`config.mk`:
```
export PLATFORM = sky130hd
export DESIGN_NAME = seq_timer_bank
export DESIGN_NICKNAME = d
export VERILOG_FILES = /design/src/rtl/seq_timer_bank.sv
export SDC_FILE = /design/constraint.sdc
export NUM_CORES = 1
export LEC_CHECK = 0
export ABC_AREA = 1
export CORE_MARGIN = 2
export CORE_UTILIZATION = 52
export DETAILED_ROUTE_END_ITERATION = 6
export PLACE_DENSITY = 0.77
export SYNTH_ARGS = -nofsm -noshare
export SYNTH_HDL_FRONTEND = slang
export SYNTH_SLANG_ARGS = --single-unit
```
`constraint.sdc`:
```
create_clock -name clk -period 1.6 [get_ports clk]
set_clock_uncertainty 0.05 [all_clocks]
set_input_delay 0.32 -clock clk [delete_from_list [all_inputs] [get_ports clk]]
set_output_delay 0.32 -clock clk [all_outputs]
set_load 0.01 [all_outputs]
```
`src/rtl/seq_timer_bank.sv`:
```
// seq_timer_bank: multi-channel countdown timer bank sharing one free-running prescaler.
// Optional macro SEQ_TIMER_COUNT_OUT_EN adds a count_out readback port.
module seq_timer_bank #(
  parameter int CH    = 4,
  parameter int WIDTH = 16,
  parameter int PRE_W = 8
) (
  input  logic                  clk,
  input  logic                  reset,
  input  logic [CH-1:0]         load,
  input  logic [CH-1:0]         en,
  input  logic [CH*WIDTH-1:0]   data,
  input  logic [CH-1:0]         mode,
  input  logic [PRE_W-1:0]      prescale,
  output logic [CH-1:0]         timeOut,
  output logic [CH-1:0]         expire,
`ifdef SEQ_TIMER_COUNT_OUT_EN
  output logic [CH-1:0]         busy,
  output logic [CH*WIDTH-1:0]   count_out
`else
  output logic [CH-1:0]         busy
`endif
);

  localparam logic [2:0] ST_IDLE   = 3'd0;
  localparam logic [2:0] ST_LOADED = 3'd1;
  localparam logic [2:0] ST_RUN    = 3'd2;
  localparam logic [2:0] ST_PAUSE  = 3'd3;
  localparam logic [2:0] ST_DONE   = 3'd4;

  logic [PRE_W-1:0] pcnt_q;
  logic [PRE_W-1:0] pcnt_d;
  logic             tick;

  // Using >= lets a prescale lowered below the current pcnt wrap on the next edge.
  always_comb begin
    tick   = (pcnt_q >= prescale);
    pcnt_d = tick ? '0 : pcnt_q + PRE_W'(1);
  end

  always_ff @(posedge clk or negedge reset) begin
    if (!reset) begin
      pcnt_q <= '0;
    end else begin
      pcnt_q <= pcnt_d;
    end
  end

  for (genvar i = 0; i < CH; i++) begin : g_ch
    logic [2:0]       state_q;
    logic [2:0]       state_d;
    logic [WIDTH-1:0] count_q;
    logic [WIDTH-1:0] count_d;
    logic [WIDTH-1:0] reload_q;
    logic [WIDTH-1:0] reload_d;
    logic             mode_q;
    logic             mode_d;
    logic             timeout_q;
    logic             timeout_d;
    logic             expire_q;
    logic             expire_d;
    logic [WIDTH-1:0] data_i;

    assign data_i = data[i*WIDTH +: WIDTH];

    always_comb begin
      state_d   = state_q;
      count_d   = count_q;
      reload_d  = reload_q;
      mode_d    = mode_q;
      timeout_d = timeout_q;
      expire_d  = 1'b0;

      if (load[i]) begin
        count_d   = data_i;
        reload_d  = data_i;
        mode_d    = mode[i];
        timeout_d = 1'b0;
        state_d   = ST_LOADED;
      end else begin
        case (state_q)
          ST_IDLE: begin
            state_d = ST_IDLE;
          end
          ST_LOADED, ST_PAUSE: begin
            if (en[i]) begin
              state_d = ST_RUN;
            end
          end
          ST_RUN: begin
            if (!en[i]) begin
              state_d = ST_PAUSE;
            end else if (tick) begin
              // A load value of 0 is treated like 1: expire on the first tick.
              if (count_q <= WIDTH'(1)) begin
                expire_d  = 1'b1;
                timeout_d = 1'b1;
                if (mode_q) begin
                  count_d = reload_q;
                end else begin
                  count_d = '0;
                  state_d = ST_DONE;
                end
              end else begin
                count_d = count_q - WIDTH'(1);
              end
            end
          end
          ST_DONE: begin
            state_d = ST_DONE;
          end
          default: begin
            state_d = ST_IDLE;
          end
        endcase
      end
    end

    always_ff @(posedge clk or negedge reset) begin
      if (!reset) begin
        state_q   <= ST_IDLE;
        count_q   <= '0;
        reload_q  <= '0;
        mode_q    <= 1'b0;
        timeout_q <= 1'b0;
        expire_q  <= 1'b0;
      end else begin
        state_q   <= state_d;
        count_q   <= count_d;
        reload_q  <= reload_d;
        mode_q    <= mode_d;
        timeout_q <= timeout_d;
        expire_q  <= expire_d;
      end
    end

    assign timeOut[i] = timeout_q;
    assign expire[i]  = expire_q;
    assign busy[i]    = (state_q == ST_RUN);

`ifdef SEQ_TIMER_COUNT_OUT_EN
    assign count_out[i*WIDTH +: WIDTH] = count_q;
`endif
  end

endmodule

```
==> flow_summary.yaml, run 1 <==
finish:
  area_growth_pct: 42.81
  drive_gt1_share_pct: 28.64
  num_antenna_cells: 0
  layout_common_cells: "452 x nand2_1, 160 x dfrtp_1, 143 x buf_4"
  utilization_pct: 75.70
  regArea_um2: 4004
  nFillCells: 1238
  final_common_cell: "nand2_1"
  multiInputGateArea_um2: 5729
  final_nets: 1684
drt:
  antenna_left: 0
  routed_via_density: 5.433
  vias: 9893
  drc: 0
  finalWirelength_um: 29040
  dr.pass1.iters: 7
  drt_iter0_markers: 768
  wl_per_cell_um: 15.95
worst_setup_path:
  cp-end-kind: "flip-flop"
  critPathArrivalTime_ns: 2.21
  crit_type: "reg -> reg"
  regToRegStartpoint: "pcnt_q[1]$_DFF_PN0_"
  reg2reg_slack_ns: -0.35
  reg2reg_to: "g_ch[1].count_q[11]$_DFFE_PN0P_"
  path_max_fanout: 7
  worstPathRequired_ns: 1.85
  reg2reg_depth: 12
  worstSetupStartpointType: "flip-flop"
timing:
  setup_viol: 89
  post-route-min-period_ns: 1.954
  finalSetupTns_ns: -21.95
  rsz0062_at_grt: "yes"
  drv_slew: 0
  finalHoldViolations: 0
  clock.fmax_mhz: 511.8
  fin_ws_ns: -0.3538
  maxSlewHeadroom_pct: 63.78
  tightest_slew_ns: 0.5422
  period_share_pct: 122.1
clocking:
  cts_sinks: 160
  cts-root-buf: "clkbuf_16"
  cts_buffer_depth: 2
  clk_pin_slew_ns: 0.06
  htreeDepth: 4
  cts_tree: "done"
  insertion_delay_ns: 0.44
  numCtsBuffers: 17
synth:
  synth_cell_types: 50
  synthFlopType: "dfrtp_1"
  syn_inst: 1320
  synth_top_cell_by_area: "dfrtp_1"
  avgSynthCellArea_um2: 7.213
  synth_edf_count: 0
  synth_seq_cells: 160
  synth.top_cell.area_share_pct: 42.05
  seq_area_frac_synth_pct: 42.05
  synth_area_leaders: "dfrtp_1 42%, nand2_1 21%, nand3_1 6.1%"
  syn_area_um2: 9522
  yosys_warnings: 0
  syn_nets: 1423
  ys_async_sr_fraction_pct: 100.0
global_route:
  grt_pass1_wl_um: 44530
  grtUsageTotal_pct: 27.92
  antenna_found_initial: 0
  grt.overflow.total: 0
  grt_pass1_vias: 9554
  grt_max_degree: 39
die:
  start_util_pct: 53.01
  fp.dieW_um: 139.3
  die_area_um2: 19410
  row_count: 49
  num_io_pins: 98
  dieHeight_um: 139.3
  core_um2: 17960
pwr:
  peakVddDrop_mv: 0.9149
  p_leak_nw: 6.868
  power_density_nw_per_um2: 1006
  total_power_mw: 13.67
worst_hold_path:
  hold_path_class: "in -> async"
status:
  status: "finished with violations"
  failed_checks: "negative setup slack"
job:
  maxCapViolCount: 0
place:
  portBuffers: 97
  dpl.hpwl_um: 17900
  place_congestion: 0.9206
[synthesized netlist by cell type (16+ instances only)]
library cell / instances
nand2_1: 531
dfrtp_1: 160
nand3_1: 117
inv_1: 106
nor2_1: 95
o21ai_0: 48
o21ai_1: 23
nor2_2: 21
nand2_2: 20
buf_2: 18
ha_1: 17
xor2_1: 16
[what timing repair did]
| item | in CTS | in global routing |
|---|---|---|
| gates resized for setup | 126 | 159 |
| gates cloned | 6 | 2 |
| setup endpoints to repair | 100 | 92 |
| hold endpoints to repair | 22 | 0 |
| pin swaps | 27 | 73 |
| hold buffers | 1 | 0 |
| buffers inserted | 4 | 21 |
[per-layer routing]
| metal | up-vias | track usage, % | wire length (um) |
|---|---|---|---|
| met5 | - | 0 | 0 |
| met4 | 0 | 10.47 | 989 |
| met2 | 389 | 47.88 | 14620 |
| met1 | 4699 | 35.13 | 11760 |
| met3 | 94 | 5.368 | 1665 |
| li1 | 4711 | - | - |
[stage by stage]
| stage | worst slack (ns) | instances | cell area (um2) | hold WS (ns) |
|---|---|---|---|---|
| 2_1_floorplan | -0.08067 | 1320 | 9555 | -0.02559 |
| 3_3_place_gp | -0.7797 | 1758 | 11810 | 0.1667 |
| 3_5_place_dp | -0.8286 | 1758 | 11810 | 0.1694 |
| 4_1_cts | -0.2116 | 1798 | 12810 | 0.2855 |
| 5_1_grt | -0.3845 | 1821 | 13600 | 0.3046 |
| 6_report | -0.3538 | 1821 | 13600 | 0.2834 |
[power by group]
part | internal, mW | switching, mW | leakage, nW | total, mW
Sequential | 4.54 | 0.467 | 1.99 | 5.01
Combinational | 2.12 | 2.55 | 4.61 | 4.67
Clock | 2.29 | 1.71 | 0.269 | 4.00
[state kept, by name, summed over array words and instances (netlist names)]
signal	count
g_ch.count_q	64
pcnt_q	8
g_ch.state_q	12
g_ch.expire_q	4
g_ch.mode_q	4
g_ch.reload_q	64
g_ch.timeout_q	4
[how the worst max path moves through the flow]
stage / from / endpoint / slack [ns] / cells past startpoint
2_1_floorplan: pcnt_q[3]$_DFF_PN0_ / g_ch[2].count_q[6]$_DFFE_PN0P_ / -0.08 / 13
3_3_place_gp: prescale[7] / g_ch[1].count_q[15]$_DFFE_PN0P_ / -0.78 / 12
3_5_place_dp: prescale[7] / g_ch[2].count_q[9]$_DFFE_PN0P_ / -0.83 / 12
4_1_cts: pcnt_q[1]$_DFF_PN0_ / g_ch[2].count_q[12]$_DFFE_PN0P_ / -0.21 / 13
5_1_grt: pcnt_q[1]$_DFF_PN0_ / g_ch[1].count_q[11]$_DFFE_PN0P_ / -0.38 / 12
6_report: pcnt_q[1]$_DFF_PN0_ / g_ch[1].count_q[11]$_DFFE_PN0P_ / -0.35 / 12
[cell type report]
type / instances / share of cell area, %
multi-input cells: 1009 / 42.13
inverters: 120 / 3.671
well taps: 229 / 2.107
clock inverters: 9 / 0.6165
clock buffers: 21 / 3.533
flip-flops and latches: 160 / 29.44
repair inverters: 2 / 0.1288
repair buffers: 271 / 18.37
[logic make-up (layout without fill, tap and decap cells)]
| kind of cell | Yosys count | after routing | synth area share, % |
|---|---|---|---|
| and+or+nand+nor | 850 | 855 | 39.43 |
| DFF | 160 | 160 | 42.05 |
| adders and majority gates | 17 | 17 | 2.234 |
| AOI/OAI and AO/OA | 108 | 108 | 6.623 |
| xor gates and xnor gates | 29 | 29 | 2.668 |
| buffers and inverters | 156 | 423 | 6.991 |
[worst max-delay path: stages, from the launching register on]
cell,delay (ns)
dfrtp_1,0.42
ha_4,0.30
nand2_2,0.05
nand3_2,0.07
nand2_1,0.06
nand2_2,0.09
nand2_4,0.08
nand2_8,0.17
nand2_8,0.12
nand2_8,0.15
o21ai_2,0.07
nand2_1,0.10
nand2_1,0.09
Power figures use the tool's default switching activity.
==> inputs of run 2 (changes only) <==
--- a/config.mk
+++ b/config.mk
@@ -6,10 +6,9 @@
 export NUM_CORES = 1
 export LEC_CHECK = 0
 export ABC_AREA = 1
-export CORE_MARGIN = 2
-export CORE_UTILIZATION = 52
+export CORE_UTILIZATION = 62
 export DETAILED_ROUTE_END_ITERATION = 6
-export PLACE_DENSITY = 0.77
+export PLACE_DENSITY = 0.86
 export SYNTH_ARGS = -nofsm -noshare
 export SYNTH_HDL_FRONTEND = slang
 export SYNTH_SLANG_ARGS = --single-unit
==> constraint.sdc (replaced) <==
create_clock -name clk -period 2.3 [get_ports clk]
set_clock_uncertainty 0.05 [all_clocks]
set_input_delay 0.46 -clock clk [delete_from_list [all_inputs] [get_ports clk]]
set_output_delay 0.46 -clock clk [all_outputs]
set_load 0.01 [all_outputs]
==> run 2 against run 1 <==
  * Non-clock buffer count down 142
  * Register-to-register slack better by 0.60 ns
  * Worst hold slack better by 0.13 ns
  * Power is 38% lower
  * First-iteration DRC count is 20% lower
  * Sequential cell count unchanged
  * Highest routed layer unchanged
  * Die area fell by 18%
  * The run now ends clean
  * Sequential power shrank 30%
  * Setup slack improved by 0.43 ns
  * Core utilization up 1.6 points
  * Via count down 11%
==> flow_summary.yaml, run 2 (synthesized netlist as in run 1, its figures left out) <==
status:
  status: "complete, no violations"
global_route:
  grt_max_degree: 66
  grt.overflow.total: 0
  grtUsageTotal_pct: 30.83
  antenna_found_initial: 0
  grt_pass1_vias: 8736
  grt_pass1_wl_um: 39360
finish:
  layout_common_cells: "531 x nand2_1, 160 x dfrtp_1, 117 x nand3_1"
  area_growth_pct: 19.83
  top_regs: "g_ch.count_q x64, g_ch.reload_q x64, g_ch.state_q x12"
  final_common_cell: "nand2_1"
  drive_gt1_share_pct: 10.45
  final_nets: 1535
  fin_area_um2: 11410
  num_antenna_cells: 0
drt:
  finalWirelength_um: 22980
  routed_via_density: 5.406
  drt_iter0_markers: 616
  wl_per_cell_um: 14.11
  drc: 0
  vias: 8806
  dr.pass1.iters: 6
  antenna_left: 0
timing:
  tightest_slew_ns: 0.4838
  holdWs_ns: 0.4126
  drv_slew: 0
  period_share_pct: 96.60
  rsz0062_at_grt: "no"
  finalHoldViolations: 0
  clock.fmax_mhz: 450.1
  post-route-min-period_ns: 2.222
  fin_ws_ns: 0.07829
  finalSetupTns_ns: 0
  setup_viol: 0
  maxSlewHeadroom_pct: 67.34
clocking:
  cts-root-buf: "clkbuf_16"
  insertion_delay_ns: 0.43
  numCtsBuffers: 17
  cts_tree: "done"
  clk_pin_slew_ns: 0.06
  cts_buffer_depth: 2
  cts_sinks: 160
  postCtsSetupBuffers: 0
  htreeDepth: 4
worst_setup_path:
  reg2reg_to: "g_ch[2].timeout_q$_DFFE_PN0P_"
  worstPathRequired_ns: 1.79
  crit_start: "g_ch[1].state_q[2]$_DFFE_PN0P_"
  reg2reg_slack_ns: 0.25
  cp-endpoint: "busy[1]"
  worstSetupStartpointType: "flip-flop"
  path_max_fanout: 3
  reg2reg_depth: 11
  regToRegStartpoint: "pcnt_q[3]$_DFF_PN0_"
  critPathArrivalTime_ns: 1.71
  cp-end-kind: "output port"
  crit_type: "reg -> out"
die:
  die_area_um2: 15860
  num_io_pins: 98
  fp.dieW_um: 125.9
  row_count: 44
  start_util_pct: 64.54
  dieHeight_um: 125.9
  core_um2: 14750
pwr:
  power_density_nw_per_um2: 740.7
  peakVddDrop_mv: 0.5603
  total_power_mw: 8.451
  p_leak_nw: 5.823
place:
  place_congestion: 0.9206
  dpl.hpwl_um: 16940
  post_dp_cell_area_um2: 10770
  pre_cts_slack_ns: -0.2808
  portBuffers: 97
job:
  maxCapViolCount: 0
worst_hold_path:
  hold_path_class: "reg -> reg"
[run 2: final cells by class]
| cell class | count | area, um2 |
|---|---|---|
| clock buffers | 20 | 456.7 |
| fillers | 1111 | 3344 |
| inverters | 120 | 454.2 |
| well taps | 184 | 230.2 |
| flip-flops and latches | 160 | 4004 |
| repair buffers | 129 | 1240 |
| multi-input cells | 1004 | 4868 |
| clock inverters | 12 | 156.4 |
[run 2: how the worst min path moves through the flow]
stage | slack (ns) | cells past startpoint | from | endpoint
2_1_floorplan | 0.11 | 0 | reset | g_ch[0].count_q[0]$_DFFE_PN0P_
3_3_place_gp | 0.29 | 1 | reset | g_ch[2].reload_q[11]$_DFFE_PN0P_
3_5_place_dp | 0.30 | 1 | reset | g_ch[2].reload_q[11]$_DFFE_PN0P_
4_1_cts | 0.42 | 2 | reset | g_ch[2].count_q[3]$_DFFE_PN0P_
5_1_grt | 0.42 | 2 | reset | g_ch[2].reload_q[3]$_DFFE_PN0P_
6_report | 0.41 | 1 | pcnt_q[0]$_DFF_PN0_ | pcnt_q[0]$_DFF_PN0_
[run 2: repair_timing]
item / in CTS / in global routing
resized for setup: 0 / 4
endpoints found under the setup margin: 0 / 6
hold endpoints to repair: 23 / 0
hold buffers: 1 / 0
[run 2: per-layer routing]
metal | vias up | share of wire [%] | GRT usage [%] | wire (um)
li1 | 4391 | - | - | -
met1 | 4128 | 45 | 39.98 | 10250
met2 | 250 | 49 | 52.49 | 11170
met3 | 37 | 5.1 | 5.990 | 1173
met4 | 0 | 1.7 | 9.072 | 391
met5 | - | 0 | 0 | 0
[run 2: metrics by stage]
| stage | instances | utilization [%] |
|---|---|---|
| 2_1_floorplan | 1320 | - |
| 3_3_place_gp | 1596 | 72.98 |
| 3_5_place_dp | 1596 | 72.98 |
| 4_1_cts | 1629 | 77.20 |
| 5_1_grt | 1629 | 77.33 |
| 6_report | 1629 | 77.33 |
[run 2: worst max-delay path, cell delays in order, from the launching register on]
cell	delay (ns)
dfrtp_1	0.42
inv_1	0.12
nand3_1	0.11
inv_1	0.10
clkdlybuf4s50_1	0.54
[run 2: power by group]
| part | total, mW | internal (mW) | switching, mW |
|---|---|---|---|
| Sequential | 3.52 | 3.16 | 0.358 |
| Combinational | 1.99 | 0.793 | 1.19 |
| Clock | 2.95 | 1.77 | 1.18 |
| Total | 8.45 | 5.72 | 2.73 |
